[src/rtl/mlp_pkg.sv]
// Shared MLP definitions: default SRAM widths, arbiter owner encoding
// and the read-return tag carried alongside each SRAM command.
package mlp_pkg;

  localparam int MLP_ADDR_W = 16;
  localparam int MLP_DATA_W = 16;

  localparam logic [1:0] OWN_NONE = 2'd0;
  localparam logic [1:0] OWN_HOST = 2'd1;
  localparam logic [1:0] OWN_ENG  = 2'd2;

  typedef struct packed {
    logic valid;
    logic is_host;
  } rd_tag_t;

endpackage

[src/rtl/mlp_mem_arbiter_if.sv]
// Requester-side and SRAM-side signals of the MLP memory arbiter.
// slave = arbiter view; master = requesters plus SRAM view.
interface mlp_mem_arbiter_if #(
  parameter int ADDR_W = mlp_pkg::MLP_ADDR_W,
  parameter int DATA_W = mlp_pkg::MLP_DATA_W
);
  logic              host_req;
  logic              host_lock;
  logic              host_we;
  logic [ADDR_W-1:0] host_addr;
  logic [DATA_W-1:0] host_wdata;
  logic              host_gnt;
  logic              host_rvalid;
  logic              eng_req;
  logic              eng_lock;
  logic              eng_we;
  logic [ADDR_W-1:0] eng_addr;
  logic [DATA_W-1:0] eng_wdata;
  logic              eng_gnt;
  logic              eng_rvalid;
  logic [DATA_W-1:0] rdata;
  logic              mem_en;
  logic              mem_we;
  logic [ADDR_W-1:0] mem_addr;
  logic [DATA_W-1:0] mem_wdata;
  logic [DATA_W-1:0] mem_rdata;

  modport slave (
    input  host_req, host_lock, host_we, host_addr, host_wdata,
    input  eng_req, eng_lock, eng_we, eng_addr, eng_wdata,
    input  mem_rdata,
    output host_gnt, host_rvalid, eng_gnt, eng_rvalid, rdata,
    output mem_en, mem_we, mem_addr, mem_wdata
  );

  modport master (
    output host_req, host_lock, host_we, host_addr, host_wdata,
    output eng_req, eng_lock, eng_we, eng_addr, eng_wdata,
    output mem_rdata,
    input  host_gnt, host_rvalid, eng_gnt, eng_rvalid, rdata,
    input  mem_en, mem_we, mem_addr, mem_wdata
  );
endinterface

[src/rtl/mlp_rd_tag_pipe.sv]
// Shift register of {valid, is_host} tags that tracks which requester
// owns the SRAM read data arriving RD_LAT+1 cycles after the grant.
module mlp_rd_tag_pipe
  import mlp_pkg::*;
#(
  parameter int RD_LAT = 1
) (
  input  logic    clk,
  input  logic    rst,
  input  rd_tag_t push,
  output rd_tag_t tail
);

  rd_tag_t stages [RD_LAT+1];

  always_ff @(posedge clk or posedge rst) begin
    if (rst) begin
      for (int i = 0; i <= RD_LAT; i++) stages[i] <= '0;
    end else begin
      stages[0] <= push;
      for (int i = 1; i <= RD_LAT; i++) stages[i] <= stages[i-1];
    end
  end

  assign tail = stages[RD_LAT];

endmodule

[src/rtl/mlp_mem_arbiter.sv]
// Round-robin arbiter with lockable ownership and bounded lock time that
// shares the single-port MLP SRAM between the host loader and the engine.
module mlp_mem_arbiter
  import mlp_pkg::*;
#(
  parameter int ADDR_W   = MLP_ADDR_W,
  parameter int DATA_W   = MLP_DATA_W,
  parameter int RD_LAT   = 1,
  parameter int MAX_LOCK = 256
) (
  input  logic              clk,
  input  logic              rst,
  mlp_mem_arbiter_if.slave  bus,
  output logic [1:0]        owner_state
);

  localparam int CNT_W = $clog2(MAX_LOCK) + 1;

  // Handshake: an access transfers in any cycle where req && gnt; a
  // requester that is not granted holds its fields and retries next cycle.
  logic [1:0]        owner_q, last_q;
  logic [CNT_W-1:0]  lock_cnt, cnt_now;
  logic              host_win, eng_win, acc, win_lock, win_we;
  logic              other_wait, timeout;
  logic [ADDR_W-1:0] win_addr, addr_q;
  logic [DATA_W-1:0] win_wdata, wdata_q, rdata_q;
  logic              en_q, we_q, host_rv_q, eng_rv_q;
  rd_tag_t           push_tag, tail_tag;

  always_comb begin
    host_win = 1'b0;
    eng_win  = 1'b0;
    case (owner_q)
      OWN_HOST: host_win = bus.host_req;
      OWN_ENG:  eng_win  = bus.eng_req;
      default: begin
        host_win = bus.host_req && (!bus.eng_req || last_q == OWN_ENG);
        eng_win  = bus.eng_req && (!bus.host_req || last_q == OWN_HOST);
      end
    endcase
    acc        = host_win || eng_win;
    win_lock   = host_win ? bus.host_lock  : bus.eng_lock;
    win_we     = host_win ? bus.host_we    : bus.eng_we;
    win_addr   = host_win ? bus.host_addr  : bus.eng_addr;
    win_wdata  = host_win ? bus.host_wdata : bus.eng_wdata;
    other_wait = host_win ? bus.eng_req    : bus.host_req;
    // cnt_now is the index of this grant among consecutive grants that made
    // the other side wait; the MAX_LOCK-th such grant is forced unlocked.
    cnt_now    = (owner_q == OWN_NONE) ? '0 : lock_cnt;
    timeout    = acc && win_lock && other_wait && (cnt_now == CNT_W'(MAX_LOCK - 1));
    push_tag.valid   = acc && !win_we;
    push_tag.is_host = host_win;
  end

  always_ff @(posedge clk or posedge rst) begin
    if (rst) begin
      owner_q  <= OWN_NONE;
      last_q   <= OWN_ENG;
      lock_cnt <= '0;
    end else if (acc) begin
      last_q <= host_win ? OWN_HOST : OWN_ENG;
      if (win_lock && !timeout) begin
        owner_q  <= host_win ? OWN_HOST : OWN_ENG;
        lock_cnt <= other_wait ? cnt_now + 1'b1 : cnt_now;
      end else begin
        owner_q  <= OWN_NONE;
        lock_cnt <= '0;
      end
    end else if (owner_q != OWN_NONE) begin
      owner_q  <= OWN_NONE;
      lock_cnt <= '0;
    end
  end

  mlp_rd_tag_pipe #(.RD_LAT(RD_LAT)) u_tag_pipe (
    .clk  (clk),
    .rst  (rst),
    .push (push_tag),
    .tail (tail_tag)
  );

  always_ff @(posedge clk or posedge rst) begin
    if (rst) begin
      en_q      <= 1'b0;
      we_q      <= 1'b0;
      addr_q    <= '0;
      wdata_q   <= '0;
      host_rv_q <= 1'b0;
      eng_rv_q  <= 1'b0;
      rdata_q   <= '0;
    end else begin
      en_q <= acc;
      we_q <= acc && win_we;
      if (acc) begin
        addr_q  <= win_addr;
        wdata_q <= win_wdata;
      end
      host_rv_q <= tail_tag.valid && tail_tag.is_host;
      eng_rv_q  <= tail_tag.valid && !tail_tag.is_host;
      if (tail_tag.valid) rdata_q <= bus.mem_rdata;
    end
  end

  assign bus.host_gnt    = host_win;
  assign bus.eng_gnt     = eng_win;
  assign bus.mem_en      = en_q;
  assign bus.mem_we      = we_q;
  assign bus.mem_addr    = addr_q;
  assign bus.mem_wdata   = wdata_q;
  assign bus.host_rvalid = host_rv_q;
  assign bus.eng_rvalid  = eng_rv_q;
  assign bus.rdata       = rdata_q;
  assign owner_state     = owner_q;

endmodule

[src/flat_wrapper.sv]
// flat-port wrapper written by rule: the top's interface ports become plain ports
module mlp_mem_arbiter_flat import mlp_pkg::*;
#(
  parameter int ADDR_W   = MLP_ADDR_W,
  parameter int DATA_W   = MLP_DATA_W,
  parameter int RD_LAT   = 1,
  parameter int MAX_LOCK = 256
)
  (clk, rst, owner_state, bus_host_req, bus_host_lock, bus_host_we, bus_host_addr, bus_host_wdata, bus_eng_req, bus_eng_lock, bus_eng_we, bus_eng_addr, bus_eng_wdata, bus_mem_rdata, bus_host_gnt, bus_host_rvalid, bus_eng_gnt, bus_eng_rvalid, bus_rdata, bus_mem_en, bus_mem_we, bus_mem_addr, bus_mem_wdata);
  mlp_mem_arbiter_if #(.ADDR_W(ADDR_W), .DATA_W(DATA_W)) bus_i ();
  input  logic clk;
  input  logic rst;
  output logic [1:0] owner_state;
  input wire logic [$bits(bus_i.host_req)-1:0] bus_host_req;
  input wire logic [$bits(bus_i.host_lock)-1:0] bus_host_lock;
  input wire logic [$bits(bus_i.host_we)-1:0] bus_host_we;
  input wire logic [$bits(bus_i.host_addr)-1:0] bus_host_addr;
  input wire logic [$bits(bus_i.host_wdata)-1:0] bus_host_wdata;
  input wire logic [$bits(bus_i.eng_req)-1:0] bus_eng_req;
  input wire logic [$bits(bus_i.eng_lock)-1:0] bus_eng_lock;
  input wire logic [$bits(bus_i.eng_we)-1:0] bus_eng_we;
  input wire logic [$bits(bus_i.eng_addr)-1:0] bus_eng_addr;
  input wire logic [$bits(bus_i.eng_wdata)-1:0] bus_eng_wdata;
  input wire logic [$bits(bus_i.mem_rdata)-1:0] bus_mem_rdata;
  output wire logic [$bits(bus_i.host_gnt)-1:0] bus_host_gnt;
  output wire logic [$bits(bus_i.host_rvalid)-1:0] bus_host_rvalid;
  output wire logic [$bits(bus_i.eng_gnt)-1:0] bus_eng_gnt;
  output wire logic [$bits(bus_i.eng_rvalid)-1:0] bus_eng_rvalid;
  output wire logic [$bits(bus_i.rdata)-1:0] bus_rdata;
  output wire logic [$bits(bus_i.mem_en)-1:0] bus_mem_en;
  output wire logic [$bits(bus_i.mem_we)-1:0] bus_mem_we;
  output wire logic [$bits(bus_i.mem_addr)-1:0] bus_mem_addr;
  output wire logic [$bits(bus_i.mem_wdata)-1:0] bus_mem_wdata;
  assign bus_i.host_req = bus_host_req;
  assign bus_i.host_lock = bus_host_lock;
  assign bus_i.host_we = bus_host_we;
  assign bus_i.host_addr = bus_host_addr;
  assign bus_i.host_wdata = bus_host_wdata;
  assign bus_i.eng_req = bus_eng_req;
  assign bus_i.eng_lock = bus_eng_lock;
  assign bus_i.eng_we = bus_eng_we;
  assign bus_i.eng_addr = bus_eng_addr;
  assign bus_i.eng_wdata = bus_eng_wdata;
  assign bus_i.mem_rdata = bus_mem_rdata;
  assign bus_host_gnt = bus_i.host_gnt;
  assign bus_host_rvalid = bus_i.host_rvalid;
  assign bus_eng_gnt = bus_i.eng_gnt;
  assign bus_eng_rvalid = bus_i.eng_rvalid;
  assign bus_rdata = bus_i.rdata;
  assign bus_mem_en = bus_i.mem_en;
  assign bus_mem_we = bus_i.mem_we;
  assign bus_mem_addr = bus_i.mem_addr;
  assign bus_mem_wdata = bus_i.mem_wdata;
  mlp_mem_arbiter #(.ADDR_W(ADDR_W), .DATA_W(DATA_W), .RD_LAT(RD_LAT), .MAX_LOCK(MAX_LOCK)) u_core (.clk(clk), .rst(rst), .bus(bus_i), .owner_state(owner_state));
endmodule
[config.mk]
export PLATFORM = sky130hd
export DESIGN_NAME = mlp_mem_arbiter_flat
export DESIGN_NICKNAME = d
export VERILOG_FILES = /design/src/rtl/mlp_pkg.sv /design/src/rtl/mlp_mem_arbiter_if.sv /design/src/rtl/mlp_rd_tag_pipe.sv /design/src/rtl/mlp_mem_arbiter.sv /design/src/flat_wrapper.sv
export SDC_FILE = /design/constraint.sdc
export NUM_CORES = 1
export LEC_CHECK = 0
export CORE_UTILIZATION = 43
export CTS_BUF_LIST = sky130_fd_sc_hd__clkbuf_8
export CTS_CLUSTER_SIZE = 12
export DETAILED_ROUTE_END_ITERATION = 12
export PLACE_DENSITY = 0.82
export SETUP_SLACK_MARGIN = 0.2
export SLEW_MARGIN = 40
export SYNTH_ARGS = -nofsm -noshare
export SYNTH_HDL_FRONTEND = slang
export SYNTH_SLANG_ARGS = --single-unit
[constraint.sdc]
create_clock -name clk -period 3 [get_ports clk]
set_input_delay 0.9 -clock clk [delete_from_list [all_inputs] [get_ports clk]]
set_output_delay 0.9 -clock clk [all_outputs]
set_load 0.02 [all_outputs]
# ---- Word-level counts from Yosys, hierarchy flattened
# Cells that the tools add are included.
# Widths: inputs -> output; s select.
dict set report totals {
  register_bits 69
  in_bits 88
  out_inout_bits 56
  elab_cells 57
}
dict set report op_classes {
  addsub 1
  n_eq_ne 5
  n_mux 16
  n_reduce_logical 21
}
# cell n
set op_table {}
lappend op_table {{$mux 9} 5}
lappend op_table {{$mux 16} 2}
lappend op_table {{$logic_and 1x1->1} 10}
lappend op_table {{$add 9x1->9 const B} 1}
lappend op_table {{$eq 9x8->1 const B} 1}
lappend op_table {{$mux 2} 4}
lappend op_table {{$logic_not 1->1} 5}
lappend op_table {{$eq 2x1->1 const B} 2}
lappend op_table {{$eq 2x2->1 const B} 2}
lappend op_table {{$pmux 1 s2} 2}
lappend op_table {{$reduce_bool 2->1} 2}
lappend op_table {{$logic_or 1x1->1} 3}
lappend op_table {{$mux 1} 3}
lappend op_table {{$logic_not 2->1} 1}

# ---- Depth between registers and ports, before layout
# Gate-level depths: netlist of the first run.
dict set report logic_depth {
  ltp_word 12
  ltp_mapped 12
  ltp_nobuf 12
}

# ---- Cells and area by module
# From an unflattened synthesis of the first run, not the netlist that was laid out.
dict set report hier_totals {
  hier_cells 287
  area_unflattened_um2 3175.5
}
# mod n_inst cells_per_inst area_each_um2 seq_area_each_um2
set by_module_without_submodules {}
lappend by_module_without_submodules {mlp_mem_arbiter 1 280 3056.7 1627.8}
lappend by_module_without_submodules {mlp_rd_tag_pipe 1 7 118.9 100.1}

# ---- Least setup slack after synthesis of the first run
# OpenSTA, ideal clock, no wires.
dict set report synth_timing {
  kind {reg-to-output}
  start {register u_core.owner_q[0], in the netlist u_core.owner_state[0]}
  end {output port bus_host_gnt}
  t_arrival_ns 1.853
  t_required_ns 2.100
  path_slack_ns 0.247
  path_stages_with_launch 7
  n_path_buf 2
  path_cell_list {dfrtp_1 > inv_1 > ha_1 > nand2b_1 > o211a_4 > buf_6 > clkbuf_1}
}
dict set report synth_via {
  elab_chain_len 2
  elab_cells_between_ends 3
  classes_between {eq/ne (2); mux (1)}
}
# item line_no
set synth_lines {}
lappend synth_lines {{start: declaration} mlp_mem_arbiter.sv:21} ;# logic [1:0] owner_q, last_q;
lappend synth_lines {{start signal: assignment} mlp_mem_arbiter.sv:63} ;# owner_q <= host_win ? OWN_HOST : OWN_ENG;
lappend synth_lines {{$eq 2x2->1 or $eq 2x1->1 (tied branches)} mlp_mem_arbiter.sv:33} ;# case (owner_q)
lappend synth_lines {{$pmux 1 s2 *} mlp_mem_arbiter.sv:33}
lappend synth_lines {{end: declaration} flat_wrapper.sv:25} ;# output wire logic [$bits(bus_i.host_gnt)-1:0] bus_host_gnt;
# Every way passes the cells marked *; elsewhere a longest branch is shown, timed or not.

# ---- Worst setup path in the final report of the first run
dict set report layout_timing {
  start {register u_core.owner_q[1], in the netlist u_core.owner_state[1]}
  end {register u_core.owner_q[1], in the netlist u_core.owner_state[1]}
}
dict set report layout_via {
  elab_chain_len 10
  elab_cells_between_ends 20
  classes_between {eq/ne (3); mux (8); reduce/logical (9)}
}
# item line_no
set layout_lines {}
lappend layout_lines {{$eq 2x2->1 or $eq 2x1->1 (tied branches)} mlp_mem_arbiter.sv:33}
lappend layout_lines {{$pmux 1 s2} mlp_mem_arbiter.sv:33}
lappend layout_lines {{$mux 1 or $logic_or 1x1->1 (tied branches)} {mlp_mem_arbiter.sv:42, mlp_mem_arbiter.sv:41}}
lappend layout_lines {{$logic_and 1x1->1 (3 in a row)} mlp_mem_arbiter.sv:50} ;# timeout = acc && win_lock && other_wait && (cnt_now == CNT_W'(MAX_LOCK - 1));
lappend layout_lines {{$logic_not 1->1} mlp_mem_arbiter.sv:62} ;# if (win_lock && !timeout) begin
lappend layout_lines {{$logic_and 1x1->1} mlp_mem_arbiter.sv:62}
lappend layout_lines {{$mux 2} mlp_mem_arbiter.sv:62}
lappend layout_lines {{$mux 2} mlp_mem_arbiter.sv:60} ;# end else if (acc) begin
# Several ways; a longest one is shown, not always the timed one.
# A chain may end at the register's enable or synchronous reset.

==> run metrics, run 1 <==
crit-path max FO 4; leakage power total 2.31 nW; top cells by area, synth dfrtp_1 (52%), mux2i_1 (10%), mux2_2 (5.5%); CP Cell Sequence inv_1, ha_2, or2b_1, o311ai_4, inv_2, buf_4, buf_4, buf_4, buf_4, buf_4, buf_4, buf_4, buf_4, buf_4, nand3_1, a21oi_1; final net count roughly 540; Synth Register Bits about 70; final number of setup-violating endpoints 0; DP Worst Slack -244 ps; GRT Util Overall 22.2%; Finished Cell Area 5100 µm²; RSZ-0062 raised after global routing false; synthesized net count ~380; Initial Util between 40% and 50%; cell taking the most area after synthesis dfrtp_1; Synth top area share between 50% and 60%; Max Cap Violations 0; Fin. Hold Viols 0; total clock sinks between 60 and 70; Max IR drop VDD 0.000821 V; area of the core approximately 7300 µm²; PwrDens approximately 1000 nW/µm²; layout cells sized above 1 approximately 16%; vias 2782; # rows 31; vias in the first global route approximately 2700; asr flop ratio synth 100%; largest net degree at the start of global routing a little over 40; final hold slack ~350 ps; drt first pass iters 5; Ant. Diodes 0; post-synth cell types 44; Clock Skews around 5.7 ps; DRT antenna net count 0; Critical-path top delay cell dfrtp_1; Final Non-Filler Cells approximately 550; Ys Warns 0; post-layout util 70.0%; grt ovf 0; Tcrit/Tclk final 91.1%; Post-Syn Area 3260 µm²; H-tree depth 3; Root Buffer Master clkbuf_8; Die W around 89 µm; post-layout worst setup margin roughly 270 ps; Final HPWL DP between 6000 and 7000 µm; Post-synth EDFFs 0; dpl cell area 4810 µm²; die area 7940 µm²; Avg Vias per Cell 5.09; CP endpoint kind register; Crit path largest cell delay around 400 ps; initial antenna violation count 0; Crit Path Category reg -> reg; Num CTS Buffers 9; Worst Tran Pin Value between 700 and 800 ps; drt total wl roughly 9000 µm; Residual DRC 0; CP delay by family, top buffers and inverters; Worst Hold Class reg -> reg; clock period minus worst slack 2730 ps; first-pass GRT wire length 13100 µm; Ports 144; Hold Buf Count CTS 0; Cells after Synth approximately 280; most used cell, CP buf_4; buffers added on ports between 100 and 150; f_max roughly 0.37 GHz; post-synthesis sequential area ratio 53.0%; Most used DFF post-synth dfrtp_1; Req. time, crit path around 3200 ps; DR iter-0 viols between 100 and 150; Syn Area/Cell between 10 and 15 µm²; worst reg-to-reg setup slack 270 ps; final count of pins violating max slew 0; height of the die 89.1 µm; area grow syn2layout 56.5%; Buf+Inv Stages, Crit Path 11; # fillers 571; status finished clean; GPL Wtd Cong about 0.87; Clk pin slew, worst setup/hold paths approximately 70 ps; CP Launch Type register; Rel. slew slack between 50% and 60%; Arr. time, crit path just under 3000 ps; WL/cell roughly 16 µm; Post-Place Cells 521; latest clock arrival within the worst-skew pair 330 ps; TritonCTS clock tree built; Longest Clk Path Bufs 2
-- report_power, final --
| group | total, mW | switching, mW | internal, mW | leakage [nW] |
|---|---|---|---|---|
| combinational | 2.87 | 1.45 | 1.42 | 1.35 |
| sequential | 1.58 | 0.233 | 1.35 | 0.852 |
| clock | 0.735 | 0.337 | 0.398 | 0.105 |
-- kinds of logic after synthesis --
group,Yosys count,share of synthesized area [%]
AND/OR/NAND/NOR,70,11.2
flip-flops,69,53.0
AO/OA/AOI/OAI,64,13.6
multiplexers,49,15.7
buffers and inverters,26,4.68
adder cells (fa/ha/maj),5,1.92
-- worst paths after layout --
path | to | from | depth (start not counted)
max reg2reg | u_core.owner_state[1]$_DFFE_PP0P_ | u_core.owner_state[1]$_DFFE_PP0P_ | 16
min | u_core.u_tag_pipe.tail[0]$_DFF_PP0_ | u_core.u_tag_pipe.stages[2]$_DFF_PP0_ | 0
min reg2reg | u_core.u_tag_pipe.tail[0]$_DFF_PP0_ | u_core.u_tag_pipe.stages[2]$_DFF_PP0_ | 0
min in group asynchronous | u_core.bus.host_rvalid$_DFF_PP0_ | rst | 2
max | u_core.owner_state[1]$_DFFE_PP0P_ | u_core.owner_state[1]$_DFFE_PP0P_ | 16
max in group asynchronous | u_core.bus.mem_wdata[3]$_DFFE_PP0P_ | rst | 3
-- layout by cell type, fill, tap and decap left out, types with 3 or more instances in the layout --
master,Yosys,final
clkbuf_8,0,10
o21ai_1,21,21
nor2_1,4,3
and3_1,3,3
dfrtp_1,68,68
nand2b_1,3,3
clkdlybuf4s50_1,0,139
inv_1,10,10
nand2_1,39,39
nor2b_1,6,5
a31oi_1,5,5
nand3_1,6,6
mux2_2,16,16
buf_4,2,20
a21oi_1,4,4
mux2i_1,33,33
o21ai_0,14,14
inv_2,1,3
-- stage by stage --
stage / power, mW / setup TNS, ps
finish: 5.19 / 0
global route: 5.48 / 0
CTS: 5.20 / 0
detailed placement: 4.37 / -818
global placement: 4.27 / -557
floorplan: 3.26 / 0
-- synth_stat cells (3+ instances only) --
library cell / n
and3_1: 3
nand2b_1: 3
nand2_1: 39
a31oi_1: 5
clkbuf_1: 9
ha_1: 5
mux2i_1: 33
mux2_2: 16
nor2b_1: 6
nor2_1: 4
a21oi_1: 4
dfrtp_1: 68
inv_1: 10
o21ai_0: 14
o21ai_1: 21
nand3_1: 6
-- registers in the layout, summed over array words and instances, names as in the netlist --
register and count:
u_core.lock_cnt 9, u_core.bus.mem_wdata 16, u_core.bus.mem_we 1, u_core.bus.host_rvalid 1, u_core.bus.rdata 16, u_core.owner_state 2
u_core.u_tag_pipe.tail 2, u_core.bus.eng_rvalid 1, u_core.bus.mem_addr 16, u_core.bus.mem_en 1, u_core.last_q 2, u_core.u_tag_pipe.stages 2
-- area by class of cell --
cell class	count	area, µm²	area share [%]
sequential	69	1730	33.9
tap	99	124	2.43
timing repair buffer	164	1610	31.6
inverter	11	41.3	0.809
clock inverter	6	55.1	1.08
clock buffer	10	138	2.70
multi-input combinational	188	1400	27.5
-- metal layers --
layer  part of all wire (%)  routed length, µm  GRT usage, %
met1                     40               3500          26.2
met2                     51               4470          39.7
met3                    7.2                628          4.43
met4                    1.8                161          8.95
met5                      0                  0             0
-- timing repair --
item	in CTS	in global routing
gates resized for setup	13	7
cloned	0	0
buffers inserted	9	1
endpoints found under the setup margin	2	10
endpoints found under the hold margin	0	0
pin swaps	1	1
Power figures use the tool's default switching activity.
==> inputs of run 2 (changes only) <==
--- a/constraint.sdc
+++ b/constraint.sdc
@@ -3,2 +3,2 @@
 set_output_delay 0.9 -clock clk [all_outputs]
-set_load 0.02 [all_outputs]
+set_load 0.005 [all_outputs]
==> run metrics, run 2 (synthesis gave the netlist of run 1 again) <==
f_max approximately 0.36 GHz; vias about 2800; dpl cell area roughly 4800 µm²; Die W about 90 µm; H-tree depth 3; status finished clean; area of the core 7290 µm²; Tcrit/Tclk final between 90 and 100%; area grow syn2layout 56.7%; Worst Tran Pin Value slightly below 700 ps; Multi-input gate area 1400 µm²; Sequential Area about 1700 µm²; worst reg-to-reg setup slack between 200 and 250 ps; Num CTS Buffers 9; CP endpoint kind register; grt ovf 0; total clock sinks 69; hold path cells 0; first-pass GRT wire length ~13000 µm; Ports about 140; Reg2Reg Depth 17; initial antenna violation count 0; clock period minus worst slack approximately 2800 ps; Root Buffer Master clkbuf_8; drt total wl slightly below 9000 µm; CP Launch Type input port; RSZ-0062 raised after global routing true; Worst R2R Start u_core.owner_state[0]$_DFFE_PP0P_; PwrDens between 900 and 1000 nW/µm²; Ant. Diodes 0; Hold Buf Count CTS 0; height of the die ~89 µm; DR iter-0 viols around 70; Worst Hold Endpoint u_core.u_tag_pipe.tail[0]$_DFF_PP0_; largest net degree at the start of global routing between 70 and 80; final net count approximately 540; # rows 31; hold path start u_core.u_tag_pipe.stages[2]$_DFF_PP0_; Final HPWL DP about 6200 µm; final number of setup-violating endpoints 0; Req. time, crit path around 3200 ps; Worst Hold Class reg -> reg; drt first pass iters 4; Max IR drop VDD 0.000979 V; latest clock arrival within the worst-skew pair roughly 330 ps; WL/cell 15.9 µm; DRT antenna net count 0; leakage power total 2.32 nW; most frequent cells in the layout clkdlybuf4s50_1 (139), dfrtp_1 (68), nand2_1 (39), mux2i_1 (33), buf_4 (24); # fillers ~550; layout cells sized above 1 16.3%; Crit Path Category in -> reg; Initial Util between 40% and 50%; TritonCTS clock tree built; post-layout worst setup margin between 200 and 250 ps; Clock Skews just under 8 ps; RR Endpoint u_core.owner_state[1]$_DFFE_PP0P_; GPL Wtd Cong between 0.8 and 0.9; crit-path max FO 2; Avg Vias per Cell slightly above 5; Finished Cell Area just over 5000 µm²; Arr. time, crit path 3000 ps; DP Worst Slack -152 ps; vias in the first global route about 2700; Fin. Hold Viols 0; most common cell after layout, fill and taps aside clkdlybuf4s50_1; GRT Util Overall between 20% and 30%; Max Cap Violations 0; Longest Clk Path Bufs 2; Rel. slew slack between 50% and 60%; Clk pin slew, worst setup/hold paths roughly 80 ps; Residual DRC 0; final count of pins violating max slew 0; buffers added on ports ~140; die area roughly 7900 µm²
run 2: worst max path at each step:
stage | startpoint | end | slack, ps | cells past startpoint
after global routing | bus_host_req | u_core.owner_state[1]$_DFFE_PP0P_ | 140 | 16
after floorplan | rst | u_core.bus.eng_rvalid$_DFF_PP0_ | 360 | 1
after CTS | u_core.owner_state[0]$_DFFE_PP0P_ | bus_eng_gnt | 220 | 6
after detailed placement | bus_host_req | bus_eng_gnt | -150 | 5
final | bus_host_req | u_core.owner_state[1]$_DFFE_PP0P_ | 210 | 16
after global placement | bus_host_req | bus_eng_gnt | -140 | 5
run 2: worst max-delay path, stage by stage:
cell           delay [ps]
dlygate4sd2_1         220
inv_2                  60
o311ai_4              290
inv_1                 100
buf_4                 140
buf_4                 120
buf_4                 120
buf_4                 120
buf_4                 130
buf_4                 130
buf_4                 120
buf_4                 130
buf_4                 120
buf_4                 130
nand3_1                90
a21oi_1                70
run 2: layout make-up:
type	count	area share (%)
Timing Repair Buffer	169	32.2
Clock inverter	6	0.759
Sequential cell	69	33.8
Clock buffer	10	2.69
Multi-Input combinational cell	188	27.3
Tap cell	99	2.42
Inverter	11	0.808
run 2: what timing repair did:
action                                  4_1_cts  5_1_grt
resized for setup                             5        3
endpoints found under the setup margin        2        6
pin swaps                                     1        2
buffers inserted                             11        5
run 2: layer usage:
metal | vias up | routed length (µm) | GRT usage (%)
met5 | - | 0 | 0
met4 | 0 | 154 | 9.81
met3 | 14 | 623 | 4.89
met2 | 99 | 4500 | 40.2
met1 | 1379 | 3490 | 25.6
li1 | 1335 | - | -
run 2: metrics by stage:
step / std cells / power (mW) / hold WS, ps / setup TNS [ps] / util (%)
floorplan: 283 / 2.83 / 331 / 0 / -
finish: 552 / 4.74 / 354 / 0 / 70.1
global route: 552 / 5.05 / 364 / 0 / 70.1
global placement: 520 / 3.83 / 334 / -390 / 65.9
detailed placement: 520 / 3.91 / 339 / -649 / 65.9
CTS: 547 / 4.72 / 355 / 0 / 69.6
run 2: power breakdown:
part,leakage (nW),internal [mW],total [mW],switching (mW)
clock network,0.0938,0.321,0.674,0.352
logic,1.38,1.46,2.49,1.03
registers,0.852,1.35,1.58,0.232
total,2.32,3.13,4.74,1.62
==> inputs of run 3 (changes only) <==
- SKIP_CTS_REPAIR_TIMING: not set -> 1
==> run metrics, run 3 (synthesis gave the netlist of run 1 again) <==
drt first pass iters 4; grt ovf 0; Die W a little under 90 µm; height of the die approximately 89 µm; Clock Skews 6.30 ps; Worst Hold Class reg -> reg; WL/cell about 16 µm; total clock sinks a little under 70; Crit Path Category in -> out; Longest Clk Path Bufs 2; # fillers between 500 and 600; GPL Wtd Cong 0.866; Arr. time, crit path around 1900 ps; f_max between 0.3 and 0.4 GHz; DRT antenna net count 0; GRT Util Overall about a fifth; latest clock arrival within the worst-skew pair roughly 330 ps; most common cell after layout, fill and taps aside clkdlybuf4s50_1; Max Cap Violations 0; final number of setup-violating endpoints 0; CP Launch Type input port; Root Buffer Master clkbuf_8; drt total wl approximately 8400 µm; Residual DRC 0; H-tree depth 3; final net count ~530; leakage power total 2.27 nW; Worst Tran Pin Value 694 ps; Avg Vias per Cell 5.07; Rel. slew slack between 50% and 60%; Multi-input gate area 1390 µm²; first-pass GRT wire length 12800 µm; die area 7940 µm²; area of the core roughly 7300 µm²; post-layout worst setup margin 194 ps; Final HPWL DP 6170 µm; Fin. Hold Viols 0; Tcrit/Tclk final 93.5%; final count of pins violating max slew 0; Max IR drop VDD 0.00101 V; status finished clean; Initial Util 44.7%; layout cells sized above 1 a little over an eighth; vias ~2700; initial antenna violation count 0; area grow syn2layout 53.4%; crit-path max FO 2; TritonCTS clock tree built; Final Non-Filler Cells 537; Sequential Area between 1500 and 2000 µm²; DR iter-0 viols 56; most frequent cells in the layout clkdlybuf4s50_1 (140), dfrtp_1 (68), nand2_1 (39), mux2i_1 (33), o21ai_1 (21); Req. time, crit path around 2100 ps; CP endpoint kind output port; vias in the first global route around 2600; Num CTS Buffers 9; clock period minus worst slack about 2800 ps; Post-Place Cells 520; # rows 31; Ant. Diodes 0; DP Worst Slack -152 ps; RSZ-0062 raised after global routing true; largest net degree at the start of global routing 77; buffers added on ports approximately 140; PwrDens roughly 900 nW/µm²; Ports ~140; Clk pin slew, worst setup/hold paths approximately 70 ps
-- run 3: cell count changes in the layout (fill, tap and decap cells not counted), sizes merged --
cell and delta:
clkdlybuf4s50 +1, dlygate4sd2 -4, buf -15, dlymetal6s2s +3
-- run 3: layout make-up --
cell class / count / share of cell area [%]
multi-input cells: 188 / 27.7
inverters: 11 / 0.825
clock buffers: 10 / 2.75
repair buffers: 154 / 30.9
flip-flops and latches: 69 / 34.5
clock inverters: 6 / 0.775
well taps: 99 / 2.48
-- run 3: final timing paths --
check | startpoint | slack (ps) | to | depth (start not counted)
setup reg to reg | u_core.owner_state[1]$_DFFE_PP0P_ | 320 | u_core.lock_cnt[0]$_DFFE_PP0P_ | 8
hold reg to reg | u_core.u_tag_pipe.stages[2]$_DFF_PP0_ | 350 | u_core.u_tag_pipe.tail[0]$_DFF_PP0_ | 0
min in group asynchronous | rst | 860 | u_core.bus.mem_wdata[10]$_DFFE_PP0P_ | 2
setup / recovery | bus_host_req | 190 | bus_eng_gnt | 5
hold / removal | u_core.u_tag_pipe.stages[2]$_DFF_PP0_ | 350 | u_core.u_tag_pipe.tail[0]$_DFF_PP0_ | 0
max in group asynchronous | rst | 1530 | u_core.last_q[1]$_DFFE_PP1P_ | 3
-- run 3: metrics by stage --
stage | cell area, µm² | power (mW) | TNS (ps) | utilization (%) | hold WS (ps)
after global routing | 5000 | 4.87 | 0 | 68.6 | 364
after CTS | 4980 | 4.60 | -281 | 68.3 | 355
after floorplan | 3260 | 2.83 | 0 | - | 331
after global placement | 4810 | 3.83 | -390 | 65.9 | 334
final | 5000 | 4.56 | 0 | 68.6 | 354
after detailed placement | 4810 | 3.91 | -649 | 65.9 | 339
-- run 3: critical path, cell delays in order --
cell and delay, ps:
clkdlybuf4s50_1 490, inv_2 60, o311ai_4 250, inv_2 60
dlymetal6s2s_1 150
-- run 3: where the power goes --
group | leakage (nW) | total, mW | internal, mW | switching, mW
registers | 0.852 | 1.58 | 1.35 | 0.233
clock network | 0.0938 | 0.670 | 0.321 | 0.349
logic | 1.33 | 2.31 | 1.34 | 0.970
-- run 3: per-layer routing --
layer | GRT usage, % | part of all wire, %
met3 | 4.71 | 7.1
met4 | 6.93 | 0.37
met5 | 0 | 0
met1 | 25.5 | 41
met2 | 38.3 | 51
